## config.mk

```make
export PLATFORM = sky130hd
export DESIGN_NAME = lfsr_period_monitor
export DESIGN_NICKNAME = d
export VERILOG_FILES = /design/src/rtl/lfsr_pkg.sv /design/src/rtl/lfsr_period_monitor.sv
export SDC_FILE = /design/constraint.sdc
export NUM_CORES = 1
export LEC_CHECK = 0
export ABC_AREA = 1
export CORE_UTILIZATION = 40
export DETAILED_ROUTE_END_ITERATION = 8
export GPL_TIMING_DRIVEN = 0
export PLACE_DENSITY = 0.6
export SLEW_MARGIN = 30
export SYNTH_ARGS = -nofsm -noshare
export SYNTH_HDL_FRONTEND = slang
export SYNTH_SLANG_ARGS = --single-unit
```

## constraint.sdc

```tcl
create_clock -name clk -period 2.1 [get_ports clk]
set_input_delay 0.42 -clock clk [delete_from_list [all_inputs] [get_ports clk]]
set_output_delay 0.42 -clock clk [all_outputs]
set_load 0.05 [all_outputs]
```

## src/rtl/lfsr_pkg.sv

```systemverilog
// Shared definitions for the LFSR and its period monitor.
package lfsr_pkg;

  localparam int LFSR_W = 16;

  typedef enum logic [2:0] {
    IDLE,
    COUNT,
    DONE,
    LOCKUP,
    TIMEOUT
  } mon_state_t;

endpackage

```

## src/rtl/lfsr_period_monitor.sv

```systemverilog
// Measures the recurrence period of an LFSR state bus and its bit-0 balance,
// flagging all-zero lockup and failure to recur within 2^WIDTH cycles.
module lfsr_period_monitor
  import lfsr_pkg::*;
#(
  parameter int WIDTH = LFSR_W,
  parameter int CNT_W = WIDTH + 1
) (
  input  logic             clk,
  input  logic             reset,
  input  logic [WIDTH-1:0] state_in,
  input  logic             start,
  output logic             busy,
  output logic             done,
  output logic [CNT_W-1:0] period,
  output logic [CNT_W-1:0] ones_count,
  output logic             lockup,
  output logic             timeout
);

  // A maximal-length sequence recurs after at most 2^WIDTH - 1 cycles.
  localparam logic [CNT_W-1:0] CNT_LIMIT = CNT_W'(1) << WIDTH;

  mon_state_t       state, state_n;
  logic [WIDTH-1:0] ref_state, ref_state_n;
  logic [CNT_W-1:0] cnt, cnt_n;
  logic [CNT_W-1:0] ones, ones_n;
  logic [CNT_W-1:0] period_n, ones_count_n;
  logic             lockup_n, timeout_n;

  always_ff @(posedge clk) begin
    // NOTE: every register here is reset, including the working copies, so
    // an aborted measurement leaves no stale snapshot behind.
    if (reset) begin
      state      <= IDLE;
      ref_state  <= '0;
      cnt        <= '0;
      ones       <= '0;
      period     <= '0;
      ones_count <= '0;
      lockup     <= 1'b0;
      timeout    <= 1'b0;
    end else begin
      // NOTE: non-blocking assignments so every register samples the
      // pre-edge values computed by the combinational block.
      state      <= state_n;
      ref_state  <= ref_state_n;
      cnt        <= cnt_n;
      ones       <= ones_n;
      period     <= period_n;
      ones_count <= ones_count_n;
      lockup     <= lockup_n;
      timeout    <= timeout_n;
    end
  end

  always_comb begin
    // NOTE: hold-everything defaults first, so no path through the case
    // leaves a variable unassigned and infers a latch.
    state_n      = state;
    ref_state_n  = ref_state;
    cnt_n        = cnt;
    ones_n       = ones;
    period_n     = period;
    ones_count_n = ones_count;
    lockup_n     = lockup;
    timeout_n    = timeout;

    unique case (state)
      IDLE: begin
        if (start) begin
          ref_state_n  = state_in;
          cnt_n        = CNT_W'(1);
          ones_n       = CNT_W'(state_in[0]);
          period_n     = '0;
          ones_count_n = '0;
          lockup_n     = 1'b0;
          timeout_n    = 1'b0;
          if (state_in == '0) begin
            lockup_n = 1'b1;
            state_n  = LOCKUP;
          end else begin
            state_n = COUNT;
          end
        end
      end

      COUNT: begin
        // Zero check outranks the match so a zero snapshot can never "recur".
        if (state_in == '0) begin
          lockup_n = 1'b1;
          state_n  = LOCKUP;
        end else if (state_in == ref_state) begin
          period_n     = cnt;
          ones_count_n = ones;
          state_n      = DONE;
        end else if (cnt == CNT_LIMIT) begin
          period_n     = '0;
          ones_count_n = '0;
          timeout_n    = 1'b1;
          state_n      = TIMEOUT;
        end else begin
          cnt_n  = cnt + CNT_W'(1);
          ones_n = ones + CNT_W'(state_in[0]);
        end
      end

      DONE, LOCKUP, TIMEOUT: state_n = IDLE;

      default: state_n = IDLE;
    endcase
  end

  assign busy = (state == COUNT);
  assign done = (state == DONE);

endmodule

```

==> results.md <==
- Outcome: complete, no violations
- Area share of the largest cell type after synthesis: 38.54%
- Net count of the finished layout: 787
- Post-CTS clock slew at the launch and capture registers of the worst setup and hold paths: 70 ps
- Transition time of the tightest slew-check pin: 681.5 ps
- Synthesized netlist net count: 712
- Cell Pwr Density: 704.6 nW/um^2
- Final cell count without fillers: 909
- Startpoint of the worst-slack reg-to-reg timing path: cnt[0]
- Worst hold slack after final layout: 443.8 ps
- Max incr delay on CP: 350 ps
- Cell depth of the worst flop-to-flop path: 11
- TritonCTS clock tree: built
- Count of distinct cell types in the synthesized netlist: 31
- Worst min path class: input pin to register
- Chain of cells forming the critical path: inv_1 > nor3_4 > buf_6 > clkbuf_4 > buf_6
- Most Frequent Cell on Critical Path: sky130_fd_sc_hd__buf_6
- Total Routed Length: 12.76 mm
- Sort of element at the end of the critical path: output port
- IO Count: 57
- Mean cell area of the mapped netlist: 6.710 sq um
- Layout overhead on the synthesized area: 26.04%
- Number of placed cells counting well taps: 885
- Dpl hpwl: 9.089 mm
- Antenna violations before repair: 0
- Clock latency of the later-clocked register in the worst-skew pair: 340 ps
- Ranking of synthesized cells by instance count: sky130_fd_sc_hd__nand2_1 (174), sky130_fd_sc_hd__dfxtp_1 (89), sky130_fd_sc_hd__a21oi_1 (76), sky130_fd_sc_hd__inv_1 (73)
- Summed instance area of the synthesized netlist: 4623 sq um
- Worst Path Buf+Inv: 4
- Leading cell type by number of instances after synthesis: sky130_fd_sc_hd__nand2_1
- CP endpoint: busy
- Number of enable-type register cells in the synthesized netlist: 0
- Headroom to the max-slew limit: 54.22%
- Type of the worst setup path: register to output port
- Crit start category: register
- Number of antenna cells inserted: 0
- Gr usage total: 22.01%
- Instance count of the mapped netlist: 689
- Commonest register cell after synthesis: sky130_fd_sc_hd__dfxtp_1
- Max-cap violations: 0
- RD Place Congestion: 0.9100
- Highest clock frequency the design can meet: 0.5026 GHz
- Post-route ant nets: 0
- Sum of overflow across all layers after global routing: 0
- Period Utilization, post-route: 94.75%
- Length of the first detailed-routing pass in iterations: 5
- Total of buffers placed on input and output ports: 56
- Peak supply drop: 0.5543 mV
- Number of buffers on the longest clock path: 2
- Per-cell routed wire length: 14.03 um
- CTS H-Tree Depth: 3
- Global-route wire length before repair: 20.47 mm
- Proportion of layout cells with a drive suffix above 1: 9.753%
- Share of synthesized registers carrying an async set or reset: 0%
- Area of the die: 11990 sq um
- CP Data Arrival Time: 1570 ps
- Cts hold-fix bufs: 0
- Ranking of synthesized cells by area: sky130_fd_sc_hd__dfxtp_1 (39%), sky130_fd_sc_hd__nand2_1 (14%), sky130_fd_sc_hd__a21oi_1 (8.2%), sky130_fd_sc_hd__nand4_1 (7.2%), sky130_fd_sc_hd__inv_1 (5.9%)
- Die span in x: 109.5 um
- Pins Over Slew Limit: 0
- Via count normalized by instance count: 5.167
- Number of global-route vias before repair: 4296
- Reg2reg setup slack: 140 ps
- Number of synthesized register bits: 89
- Final Power: 4106 uW
- CP Depth: 5
- Yosys Warn Count: 0
- Required arrival time at the worst endpoint: 1680 ps
- Worst Clk Skew: 8.171 ps
- Cell type contributing the most total cell area after synthesis: sky130_fd_sc_hd__dfxtp_1
- Startpoint of the worst setup timing path: state[0]
- Starting Density: 41.91%
- Final critical delay including setup and external delays: 1990 ps
- Fill count: 1147
- Number of endpoints failing setup at the final stage: 0
- Largest net degree at the start of global routing: 15
- CTS root buf: sky130_fd_sc_hd__clkbuf_16
- Final total negative setup slack: 0 ps
- Slowest stage cell, crit path: sky130_fd_sc_hd__dfxtp_1
- Number of buffers added by the clock tree synthesis step: 9
- Cell family with the largest share of critical-path delay: buffers and inverters
- CTS sink cnt: 89
- Crit Reg-Reg Endpoint: ones[15]
- Share of synthesized area occupied by flip-flops and latches: 38.54%
- Die H: 109.5 um
- Core area: 11030 sq um
- Total count of hold-check failures in the final report: 0
- DRC marker count from the first detailed-route iteration: 294
- Detailed-route via count: 4697
- Number of design rule violations left after detail routing: 0
- Leakage: 0.002178 uW
- # rows: 38
- Largest fanout of any net on the critical path: 10
## layout make-up
class	count	area [sq um]	share of cell area (%)
Buffer	35	235.2	4.037
Clock buffer	12	256.5	4.402
Sequential cell	89	1783	30.60
Tap cell	140	175.2	3.006
Clock inverter	4	51.30	0.8804
Timing Repair Buffer	63	638.1	10.95
Multi-Input combinational cell	488	2390	41.01
Timing Repair inverter	1	5.005	0.08589
Inverter	77	292.8	5.025
## how the worst min path moves through the flow
stage                    endpoint          start  cells past startpoint  slack (ps)
floorplan           ref_state[10]  ref_state[10]                      2         440
global placement        period[5]      period[5]                      2         450
detailed placement      period[9]      period[9]                      2         450
CTS                     period[9]      period[9]                      2         460
global route            period[4]      period[4]                      2         480
finish               ref_state[9]    state_in[9]                      3         440
## report_power, final
part	switching (uW)	total (uW)	internal (uW)
sequential	31.5	1770	1730
combinational	435	675	241
clock	676	1660	988
## timing repair
action,CTS,global route
gates cloned,0,1
endpoints found under the setup margin,16,67
setup buffers,0,7
gates resized for setup,16,30
pin swaps,0,4
## routing by layer
metal | track usage (%) | up-vias | wire [um]
met3 | 3.972 | 13 | 615
li1 | - | 2425 | -
met2 | 36.61 | 130 | 5863
met4 | 6.952 | 0 | 204
met5 | 0 | - | 0
met1 | 28.88 | 2129 | 6073
## layout by cell type, fill, tap and decap left out, types with 4 or more instances in the layout
master | Yosys | routed
sky130_fd_sc_hd__buf_6 | 7 | 7
sky130_fd_sc_hd__inv_1 | 73 | 73
sky130_fd_sc_hd__buf_4 | 0 | 8
sky130_fd_sc_hd__clkbuf_4 | 0 | 5
sky130_fd_sc_hd__a21oi_1 | 76 | 76
sky130_fd_sc_hd__nand3_1 | 42 | 42
sky130_fd_sc_hd__nor3_2 | 2 | 4
sky130_fd_sc_hd__nor3_1 | 18 | 16
sky130_fd_sc_hd__dlymetal6s2s_1 | 0 | 5
sky130_fd_sc_hd__clkdlybuf4s50_1 | 0 | 49
sky130_fd_sc_hd__nand2_2 | 9 | 10
sky130_fd_sc_hd__nor2_1 | 53 | 50
sky130_fd_sc_hd__o21ai_0 | 28 | 23
sky130_fd_sc_hd__clkbuf_16 | 0 | 9
sky130_fd_sc_hd__dfxtp_1 | 89 | 88
sky130_fd_sc_hd__a21oi_2 | 5 | 5
sky130_fd_sc_hd__o21ai_1 | 4 | 9
sky130_fd_sc_hd__nand4_1 | 53 | 53
sky130_fd_sc_hd__clkbuf_1 | 18 | 16
sky130_fd_sc_hd__nand2_1 | 174 | 172
sky130_fd_sc_hd__xor2_1 | 9 | 9
sky130_fd_sc_hd__ha_1 | 4 | 4
## tightest hold or removal path, stage by stage
cell                             delay [ps]
sky130_fd_sc_hd__dlymetal6s2s_1         120
sky130_fd_sc_hd__o21ai_0                100
sky130_fd_sc_hd__a21oi_1                100
## sequential cells by signal, indices dropped and copies added (netlist names)
register and count:
period 17, ones 17, cnt 17, ref_state 16
ones_count 17, lockup 1, state 3, timeout 1
## per-stage QoR
step / setup WS (ps) / area [sq um] / utilization (%)
global placement: -501.5 / 5359 / 48.58
detailed placement: -557.2 / 5359 / 48.58
CTS: 0.7170 / 5689 / 51.58
finish: 110.2 / 5827 / 52.82
floorplan: 235.2 / 4623 / -
global route: -16.21 / 5827 / 52.82
## logic make-up (layout without fill, tap and decap cells)
family	count (synthesis)	after routing	share of synthesized area, %
buffers and inverters	112	192	10.47
adders and majority gates	4	4	1.083
and+or+nand+nor	359	359	35.07
DFF	89	89	38.54
xor gates and xnor gates	10	10	1.895
AOI/OAI and AO/OA	115	115	12.94
(Power assumes the default switching activity.)
